### config.mk
export PLATFORM = sky130hd
export DESIGN_NAME = mem_req_ctrl
export DESIGN_NICKNAME = d
export VERILOG_FILES = /design/src/rtl/mem_req_pkg.sv /design/src/rtl/mem_req_rsp_fifo.sv /design/src/rtl/mem_req_ctrl.sv
export SDC_FILE = /design/constraint.sdc
export NUM_CORES = 1
export LEC_CHECK = 0
export ABC_AREA = 1
export CAP_MARGIN = 30
export CELL_PAD_IN_SITES_DETAIL_PLACEMENT = 0
export CELL_PAD_IN_SITES_GLOBAL_PLACEMENT = 2
export CORE_MARGIN = 8
export CORE_UTILIZATION = 28
export CTS_CLUSTER_DIAMETER = 200
export DETAILED_ROUTE_END_ITERATION = 16
export GPL_TIMING_DRIVEN = 0
export PLACE_DENSITY_LB_ADDON = 0.1
export SYNTH_ARGS = -nofsm -noshare
export SYNTH_HDL_FRONTEND = slang
export SYNTH_HIERARCHICAL = 1
export SYNTH_SLANG_ARGS = --single-unit
### constraint.sdc
create_clock -name clk_i -period 6.3 [get_ports clk_i]
set_clock_uncertainty 0.15 [all_clocks]
set_input_delay 0.945 -clock clk_i [delete_from_list [all_inputs] [get_ports clk_i]]
set_output_delay 0.945 -clock clk_i [all_outputs]
set_load 0.02 [all_outputs]
### src/rtl/mem_req_pkg.sv
// Shared defaults and types for the mem_req_ctrl request front-end.
package mem_req_pkg;

  localparam int ADDR_W_DEF = 8;
  localparam int DATA_W_DEF = 32;
  localparam int LEN_W_DEF  = 4;

  typedef enum logic [0:0] {
    IDLE   = 1'b0,
    RBURST = 1'b1
  } state_e;

  typedef struct packed {
    logic                  we;
    logic [ADDR_W_DEF-1:0] addr;
    logic [DATA_W_DEF-1:0] wdata;
    logic [LEN_W_DEF-1:0]  len;
  } req_t;

endpackage

### src/rtl/mem_req_rsp_fifo.sv
// Response FIFO holding {last, data} per read beat; exports its occupancy
// so the controller can derive request credits.
module mem_req_rsp_fifo #(
  parameter  int WIDTH = 33,
  parameter  int DEPTH = 4,
  localparam int PTR_W = $clog2(DEPTH),
  localparam int CNT_W = PTR_W + 1
) (
  input  logic             clk_i,
  input  logic             srst_i,
  input  logic             push_i,
  input  logic [WIDTH-1:0] wdata_i,
  input  logic             pop_i,
  output logic [WIDTH-1:0] rdata_o,
  output logic [CNT_W-1:0] count_o
);

  logic [WIDTH-1:0] mem_q [DEPTH];
  logic [PTR_W-1:0] wrPtr_q, wrPtr_d;
  logic [PTR_W-1:0] rdPtr_q, rdPtr_d;
  logic [CNT_W-1:0] count_q, count_d;

  always_comb begin
    wrPtr_d = wrPtr_q;
    rdPtr_d = rdPtr_q;
    count_d = count_q;
    if (push_i) wrPtr_d = wrPtr_q + 1'b1;
    if (pop_i)  rdPtr_d = rdPtr_q + 1'b1;
    case ({push_i, pop_i})
      2'b10:   count_d = count_q + 1'b1;
      2'b01:   count_d = count_q - 1'b1;
      default: count_d = count_q;
    endcase
  end

  always_ff @(posedge clk_i) begin
    if (srst_i) begin
      wrPtr_q <= '0;
      rdPtr_q <= '0;
      count_q <= '0;
    end else begin
      wrPtr_q <= wrPtr_d;
      rdPtr_q <= rdPtr_d;
      count_q <= count_d;
    end
  end

  // Storage needs no reset; the read side is qualified by the count.
  always_ff @(posedge clk_i) begin
    if (push_i) mem_q[wrPtr_q] <= wdata_i;
  end

  assign rdata_o = mem_q[rdPtr_q];
  assign count_o = count_q;

endmodule

### src/rtl/mem_req_ctrl.sv
// Credit-flow-controlled request front-end for the single-port memory.
// Define MEM_REQ_BURST_EN to add req_len_i and incrementing read bursts.
module mem_req_ctrl
  import mem_req_pkg::*;
#(
  parameter int ADDR_W    = ADDR_W_DEF,
  parameter int DATA_W    = DATA_W_DEF,
  parameter int RSP_DEPTH = 4,
  parameter int READ_LAT  = 1
`ifdef MEM_REQ_BURST_EN
  ,
  parameter int LEN_W     = LEN_W_DEF
`endif
) (
  input  logic              clk_i,
  input  logic              srst_i,
  input  logic              req_valid_i,
  output logic              req_ready_o,
  input  logic              req_we_i,
  input  logic [ADDR_W-1:0] req_addr_i,
  input  logic [DATA_W-1:0] req_wdata_i,
`ifdef MEM_REQ_BURST_EN
  input  logic [LEN_W-1:0]  req_len_i,
`endif
  output logic              rsp_valid_o,
  input  logic              rsp_ready_i,
  output logic [DATA_W-1:0] rsp_rdata_o,
  output logic              rsp_last_o,
  output logic [ADDR_W-1:0] mem_addr_o,
  output logic              mem_we_o,
  output logic [DATA_W-1:0] mem_wdata_o,
  input  logic [DATA_W-1:0] mem_rdata_i,
  output logic              busy_o
);

  localparam int CNT_W = $clog2(RSP_DEPTH) + 1;

  logic              accept;
  logic              idleState;
  logic              burstActive;
  logic [CNT_W-1:0]  fifoCount;
  logic [CNT_W-1:0]  inflight;
  logic [CNT_W-1:0]  credits;
  logic              fifoPush;
  logic              fifoPop;
  logic [DATA_W:0]   fifoRd;

  logic              readyEn_q;
  logic [ADDR_W-1:0] memAddr_q, memAddr_d;
  logic [DATA_W-1:0] memWdata_q, memWdata_d;
  logic              memWe_q, memWe_d;
  logic              issueRd_q, issueRd_d;
  logic              issueLast_q, issueLast_d;
  logic [READ_LAT-1:0] tagValid_q;
  logic [READ_LAT-1:0] tagLast_q;

`ifdef MEM_REQ_BURST_EN
  state_e            state_q, state_d;
  logic [ADDR_W-1:0] burstAddr_q, burstAddr_d;
  logic [LEN_W-1:0]  remain_q, remain_d;

  assign idleState   = (state_q == IDLE);
  assign burstActive = (state_q == RBURST);
`else
  assign idleState   = 1'b1;
  assign burstActive = 1'b0;
`endif

  // Every issued read holds a credit until its beat leaves the FIFO.
  always_comb begin
    inflight = CNT_W'(issueRd_q);
    for (int i = 0; i < READ_LAT; i++) begin
      inflight = inflight + CNT_W'(tagValid_q[i]);
    end
  end

  assign credits     = CNT_W'(RSP_DEPTH) - fifoCount - inflight;
  assign req_ready_o = readyEn_q && idleState && (credits != '0);
  assign accept      = req_valid_i && req_ready_o;

  always_comb begin
    memAddr_d   = memAddr_q;
    memWdata_d  = memWdata_q;
    memWe_d     = 1'b0;
    issueRd_d   = 1'b0;
    issueLast_d = 1'b1;
`ifdef MEM_REQ_BURST_EN
    state_d     = state_q;
    burstAddr_d = burstAddr_q;
    remain_d    = remain_q;
`endif
    if (accept) begin
      memAddr_d = req_addr_i;
      if (req_we_i) begin
        memWe_d    = 1'b1;
        memWdata_d = req_wdata_i;
      end else begin
        issueRd_d = 1'b1;
`ifdef MEM_REQ_BURST_EN
        issueLast_d = (req_len_i == '0);
        if (req_len_i != '0) begin
          state_d     = RBURST;
          burstAddr_d = req_addr_i + 1'b1;
          remain_d    = req_len_i;
        end
`endif
      end
    end
`ifdef MEM_REQ_BURST_EN
    // Remaining beats issue only while a FIFO slot is guaranteed.
    else if (state_q == RBURST && credits != '0) begin
      issueRd_d   = 1'b1;
      memAddr_d   = burstAddr_q;
      burstAddr_d = burstAddr_q + 1'b1;
      remain_d    = remain_q - 1'b1;
      issueLast_d = (remain_q == LEN_W'(1));
      if (remain_q == LEN_W'(1)) state_d = IDLE;
    end
`endif
  end

  always_ff @(posedge clk_i) begin
    if (srst_i) begin
      readyEn_q   <= 1'b0;
      memAddr_q   <= '0;
      memWdata_q  <= '0;
      memWe_q     <= 1'b0;
      issueRd_q   <= 1'b0;
      issueLast_q <= 1'b0;
      tagValid_q  <= '0;
      tagLast_q   <= '0;
`ifdef MEM_REQ_BURST_EN
      state_q     <= IDLE;
      burstAddr_q <= '0;
      remain_q    <= '0;
`endif
    end else begin
      readyEn_q     <= 1'b1;
      memAddr_q     <= memAddr_d;
      memWdata_q    <= memWdata_d;
      memWe_q       <= memWe_d;
      issueRd_q     <= issueRd_d;
      issueLast_q   <= issueLast_d;
      tagValid_q[0] <= issueRd_q;
      tagLast_q[0]  <= issueLast_q;
      for (int i = 1; i < READ_LAT; i++) begin
        tagValid_q[i] <= tagValid_q[i-1];
        tagLast_q[i]  <= tagLast_q[i-1];
      end
`ifdef MEM_REQ_BURST_EN
      state_q     <= state_d;
      burstAddr_q <= burstAddr_d;
      remain_q    <= remain_d;
`endif
    end
  end

  assign fifoPush = tagValid_q[READ_LAT-1];
  assign fifoPop  = rsp_valid_o && rsp_ready_i;

  mem_req_rsp_fifo #(
    .WIDTH (DATA_W + 1),
    .DEPTH (RSP_DEPTH)
  ) uFifo (
    .clk_i   (clk_i),
    .srst_i  (srst_i),
    .push_i  (fifoPush),
    .wdata_i ({tagLast_q[READ_LAT-1], mem_rdata_i}),
    .pop_i   (fifoPop),
    .rdata_o (fifoRd),
    .count_o (fifoCount)
  );

  assign rsp_valid_o = (fifoCount != '0);
  assign rsp_rdata_o = rsp_valid_o ? fifoRd[DATA_W-1:0] : '0;

`ifdef MEM_REQ_BURST_EN
  assign rsp_last_o = rsp_valid_o & fifoRd[DATA_W];
`else
  logic unusedLast;
  assign unusedLast = fifoRd[DATA_W];
  assign rsp_last_o = 1'b1;
`endif

  assign mem_addr_o  = memAddr_q;
  assign mem_we_o    = memWe_q;
  assign mem_wdata_o = memWdata_q;
  assign busy_o      = (inflight != '0) || rsp_valid_o || burstActive;

endmodule
* After elaboration in Yosys (flattened, before gate mapping)
Memory sizes are Yosys's and may differ from the RTL's. A register that Yosys moved wholly into a read port is not among the register bits.
Cells that the tools add are included.
** Word-level totals
- Bits in registers :: 52
- Latch bits :: 0
- RAM bits :: 132
- Memory bits (read-only) :: 0
- Output and inout port bits :: 77
- Word-level logic and storage cells :: 40
- Memories :: 1
** Memory list
- uFifo.mem_q :: words 4, bits a word 33, read ports 1, clocked after Yosys merged registers in 1, write ports 1, RTL line mem_req_rsp_fifo.sv:18 : logic [WIDTH-1:0] mem_q [DEPTH];
** Operators by class
- Add/sub/neg operators :: 7
- Multiply operators :: 0
- Divide/modulo/power cells :: 0
- Magnitude comparators :: 0
- Equal/unequal tests :: 2
- Shift operators :: 0
- Mux-type cells :: 9
- Bitwise operators :: 1
- Reductions and logical operators :: 10
** Operators by type and width (number)
- $mux W32 :: 1
- $reduce_bool A3 Y1 :: 3
- $pmux W3 S2 :: 1
- $mux W1 :: 5
- $add A2 B1 Y2 const B :: 2
- $mux W2 :: 2
- $add A3 B1 Y3 const B :: 1
- $logic_and A1 B1 Y1 :: 3
- $sub A3 B1 Y3 const B :: 1
- $sub A3 B2 Y3 :: 1
- $sub A3 B3 Y3 const A :: 1
- $add A1 B1 Y2 :: 1
- $eq A2 B1 Y1 const B :: 1
- $eq A2 B2 Y1 const B :: 1
- $reduce_and A2 Y1 :: 1
- $reduce_bool A2 Y1 :: 1
- $reduce_or A2 Y1 :: 1
- $logic_or A1 B1 Y1 :: 1
- $not A1 Y1 :: 1

* Longest topological paths before layout
Gate-level depths: netlist of run 1.
- Depth after elaboration :: 7
- Depth in mapped cells :: 14
- Gate-level depth less buffers :: 12

* Modules after synthesis
Netlist of run 1, hierarchy kept.
** By module, submodules not included
- mem_req_rsp_fifo :: times used 1, cells an instance 375, area an instance 5355.1 µm², seq. area each 4144.0 µm²
- mem_req_ctrl :: times used 1, cells an instance 345, area an instance 2152.1 µm², seq. area each 900.9 µm²

* Worst setup path before layout of run 1
OpenSTA, ideal clock, no wires.
- Path kind :: reg2out
- Start point :: reg tagValid_q, in the netlist fifoPush
- End point :: out req_ready_o
- Arrival :: 1.693 ns
- Slack :: 3.512 ns
- Cell stages (with the launch flop) :: 10
- Cells stage by stage :: dfxtp_1 inv_1 ha_1 inv_1 ha_1 ha_1 nor2_1 nand3_2 nand2_1 clkinv_1
** On the way
- Longest elaborated chain between the ends :: 4
** RTL lines
- start: declaration :: RTL line mem_req_ctrl.sv:54 : logic [READ_LAT-1:0] tagValid_q;
- start signal: indexed assignment :: RTL line mem_req_ctrl.sv:147 : tagValid_q[i] <= tagValid_q[i-1];
- $add A1 B1 Y2 :: RTL line mem_req_ctrl.sv:73 : inflight = inflight + CNT_W'(tagValid_q[i]);
- $sub A3 B2 Y3 :: RTL line mem_req_ctrl.sv:77 : assign credits = CNT_W'(RSP_DEPTH) - fifoCount - inflight;
- $reduce_bool A3 Y1 :: RTL line mem_req_ctrl.sv:78 : assign req_ready_o = readyEn_q && idleState && (credits != '0);
- $logic_and A1 B1 Y1 :: RTL line mem_req_ctrl.sv:78
- end: declaration :: RTL line mem_req_ctrl.sv:18 : output logic req_ready_o,
Every way passes these cells.

* Worst setup path after layout of run 1
Same ends and word-level chain as after synthesis.

==> run metrics, run 1 <==
Initial DRC Count=270; setup TNS=0 ns; max-cap viol count=0; antenna violations before repair=2; clock buffer count from CTS=17; die area=31,600 sq um; die height=178 um; CTS tree=yes; max frequency=255 MHz; layout cells sized above 1=7.73%; RSZ-0062 raised after global routing=no; core area=25,900 sq um; clk_lat worst skew=0.42 ns; GR Overflow Total=0; Hold Buf Count CTS=0; H-tree depth=4; pin count of the biggest net entering global routing=33; crit start category=flip-flop; Cell Rows=59; critical path cell sequence=inv_1 -> ha_1 -> inv_1 -> ha_1 -> ha_1 -> nor2_1 -> nand3_2 -> nand2_1 -> clkinv_1 -> clkdlybuf4s50_1; Final setup viols=0; clock-pin slew on the worst setup and hold paths=0.07 ns; critical path data required time=5.20 ns; Slew Limit Fails=0; DRC=0; Sw Ratio=31.5%; Power Total=3210 uW; Post-DP HPWL=13,500 um; kind of critical path=flip-flop to output port; Final Hold Vio Count=0; Pwr Density=325 nW/um^2; Placer Congestion=0.734; vias in the first global route=5,553; crit-path most repeated cell=ha_1; total track usage=12.8%; Avg Inst Size Synth=10.4 sq um; DR vias/cell=4.32; Crit. End Element=output port; Nets=968; Mapped Area=7340 sq um; Root Driver=clkbuf_16; Syn Nets=796; Routed Antenna Nets=0; fin crit period=3.93 ns; crit-path max FO=9; number of inserted diodes=0; Boundary Pins=154; routed vias=5,299; Tcrit/Tclk final=62.4%; Gate power share=26.9%; post-CTS setup buffers=0; Max-Slew Margin vs Limit=41.9%; TritonCTS Sinks=181; Final Routed Wirelength=20,200 um; slew at the pin with the worst max-slew slack=0.870 ns; sequential share of power=41.7%; Detailed Routing Iterations Pass 1=4; fin util=38.1%; Critical-path top delay cell=clkdlybuf4s50_1; CP arrival=2.83 ns; PortBufs=151; Crit path max-delay family=buffers and inverters; synth-to-layout area growth=34.6%; cell-internal power=2200 uW; outcome=completed; first-pass GRT wire length=30,700 um; Synth Instances=708; VDD IR-drop max=0.000133 V; Sw Pwr=1010 uW; Clock power frac=31.4%; HP Class=flip-flop to flip-flop; WP buf/inv=4; initial core utilization=28.3%; max incr delay on CP=0.62 ns; # resized after CTS=0; WL per Instance=16.4 um; Die Wd=178 um; Clock Tree Buf Depth=2; Ys Warns=6; P_leak=0.00386 uW
==> per-layer routing <==
metal  wire length (um)  GRT usage (%)
met5                 27              0
met4                193           3.68
met3               1870           5.43
met2               9660           21.3
met1               8420           14.7
==> power by group through the flow <==
| stage | sequential, uW | clock, uW | combinational (uW) |
|---|---|---|---|
| 2_1_floorplan | 1390 | 0 | 440 |
| 3_3_place_gp | 1360 | 0 | 872 |
| 3_5_place_dp | 1360 | 0 | 882 |
| 4_1_cts | 1340 | 1040 | 885 |
| 5_1_grt | 1340 | 1090 | 953 |
| 6_report | 1340 | 1010 | 863 |
==> final timing paths <==
check                    from              to  slack (ns)  cells past startpoint
max                  fifoPush     req_ready_o        2.37                     10
min          uFifo/rdPtr_q[1]       flip-flop        0.30                      1
max reg2reg          fifoPush  mem_wdata_o[1]        3.91                     12
min reg2reg  uFifo/rdPtr_q[1]       flip-flop        0.30                      1
==> cell usage in the layout (no fill, tap or decap), types with 3 or more instances in the layout <==
cell,count
nor2_1,167
clkdlybuf4s50_1,151
edfxtp_1,128
inv_1,87
nand2_1,87
dfxtp_1,53
o21ai_0,52
o22ai_1,32
o21ai_1,18
clkbuf_16,17
a21oi_1,13
buf_6,12
nand3_1,11
ha_1,10
clkbuf_1,9
buf_2,9
inv_2,6
inv_8,4
buf_4,3
clkinv_4,3
==> worst reg2reg max path: stages, from the launching register on <==
cell	delay, ns
dfxtp_1	0.44
inv_1	0.07
ha_1	0.28
inv_1	0.04
ha_1	0.17
ha_1	0.26
nor2_1	0.11
nand3_2	0.12
nand4_2	0.10
buf_6	0.16
buf_2	0.24
nor2_1	0.08
nor2_1	0.10
==> flip-flops by register name, summed over array words and instances, names as in the netlist, named ones only <==
name	flops
issueRd_q	1
mem_wdata_o	32
uFifo/wrPtr_q	2
uFifo/rdPtr_q	2
issueLast_q	1
uFifo/mem_q	128
fifoPush	1
mem_we_o	1
mem_addr_o	8
uFifo/count_o	3
==> per-stage QoR <==
step	instances	hold slack, ns	instance area (sq um)	worst slack (ns)
2_1_floorplan	708	0.262	7340	3.51
3_3_place_gp	1194	0.280	9270	2.81
3_5_place_dp	1196	0.287	9310	2.79
4_1_cts	1228	0.290	9870	2.31
5_1_grt	1228	0.330	9870	2.16
6_report	1228	0.295	9870	2.37
==> cell type report <==
cell class	count	area (sq um)
clock buffer	18	429
fill	2518	16000
multi-input combinational	397	1820
tap	335	419
clock inverter	14	139
timing repair buffer	153	1550
inverter	94	353
buffer	36	262
sequential	181	4900
(Power assumes the default switching activity.)
==> run 2, diff against run 1 <==
- clock period: 6.3 -> 3.7 ns (I/O delays scaled with it)
==> run metrics, run 2 (synthesized netlist as in run 1, its figures left out) <==
Post-DP HPWL=13,500 um; crit start category=flip-flop; Clock power frac=31.4%; Pwr Density=553 nW/um^2; layout cells sized above 1=7.73%; critical path data required time=2.99 ns; Sw Pwr=1720 uW; Final Routed Wirelength=20,200 um; pin count of the biggest net entering global routing=33; kind of critical path=flip-flop to output port; Placed Area=9310 sq um; core area=25,900 sq um; first-pass GRT wire length=30,700 um; most frequent cells in the layout=167 x nor2_1, 150 x clkdlybuf4s50_1, 128 x edfxtp_1; clk_lat worst skew=0.42 ns; PortBufs=151; Nets=968; Critical-path top delay cell=nor3_2; Gate power share=26.9%; max frequency=293 MHz; Crit. End Element=output port; outcome=completed; synth-to-layout area growth=34.6%; DRC=0; critical path cell sequence=nor3_2 -> clkbuf_1 -> nor2_1 -> clkdlybuf4s50_1; vias in the first global route=5,553; Root Driver=clkbuf_16; number of inserted diodes=0; P_leak=0.00387 uW; Biggest register=uFifo/mem_q; Final Hold Vio Count=0; DR vias/cell=4.32; GR Overflow Total=0; Hold Buf Count CTS=0; Final setup viols=0; fin crit period=3.41 ns; Placer Congestion=0.734; Detailed Routing Iterations Pass 1=4; Clock Tree Buf Depth=2; commonest non-fill, non-tap cell in the layout=nor2_1; routed vias=5,302; antenna violations before repair=2; crit-path max FO=10; die area=31,600 sq um; clock-pin slew on the worst setup and hold paths=0.07 ns; Initial DRC Count=270; Crit path max-delay family=buffers and inverters; RSZ-0062 raised after global routing=no; R2R Setup Slk=1.31 ns; max reg flops=128; Slew Limit Fails=0; Max-Slew Margin vs Limit=41.9%; total track usage=12.8%; initial core utilization=28.3%; slew at the pin with the worst max-slew slack=0.870 ns; H-tree depth=4; HP Class=flip-flop to flip-flop; WP buf/inv=2; max incr delay on CP=0.62 ns; die height=178 um; clock buffer count from CTS=17; cell area after layout=9880 sq um; cell-internal power=3740 uW; VDD IR-drop max=0.000226 V; max-cap viol count=0; Die Wd=178 um; sequential share of power=41.7%; WL per Instance=16.4 um; TritonCTS Sinks=181; Sw Ratio=31.5%; Boundary Pins=154; Routed Antenna Nets=0; Cell Rows=59; CP arrival=2.71 ns; CTS tree=yes; Tcrit/Tclk final=92.2%; setup TNS=0 ns; Power Total=5460 uW
run 2: worst paths after layout:
| kind | start | endpoint | depth (start not counted) |
|---|---|---|---|
| worst max-delay path | uFifo/count_o[1] | rsp_rdata_o[28] | 4 |
| worst min-delay path | uFifo/rdPtr_q[1] | flip-flop | 1 |
| worst max register to register | fifoPush | mem_wdata_o[1] | 12 |
| worst min register to register | uFifo/rdPtr_q[1] | flip-flop | 1 |
run 2: metrics by stage:
stage	std cells	utilization, %	worst slack (ns)	hold WS, ns
3_5_place_dp	1196	35.9	0.580	0.287
2_1_floorplan	708	-	1.30	0.262
5_1_grt	1228	38.1	0.0727	0.330
3_3_place_gp	1194	35.8	0.604	0.280
6_report	1228	38.1	0.289	0.295
4_1_cts	1228	38.1	0.0993	0.290
run 2: per-layer routing:
metal | up-vias | wire length (um) | track usage [%]
met5 | - | 27 | 0
met1 | 2465 | 8430 | 14.7
met4 | 4 | 193 | 3.68
li1 | 2664 | - | -
met2 | 150 | 9670 | 21.3
met3 | 19 | 1860 | 5.43
run 2: final cells by class:
cell class,instances,area (sq um)
fillers,2517,16000
repair buffers,153,1550
inverters,94,353
plain buffers,36,262
clock inverters,14,139
multi-input cells,397,1820
flip-flops and latches,181,4900
well taps,335,419
clock buffers,18,429
run 2: repair_timing:
item | in CTS | in global routing
resized for setup | 0 | 1
hold endpoints to repair | 0 | 0
setup buffers | 0 | 0
endpoints found under the setup margin | 0 | 1
run 2: power groups by stage:
stage	registers (uW)	clock network [uW]	logic, uW
final	2280	1710	1470
after global routing	2290	1850	1620
after CTS	2280	1780	1510
after detailed placement	2320	0	1500
after global placement	2320	0	1480
after floorplan	2370	0	750
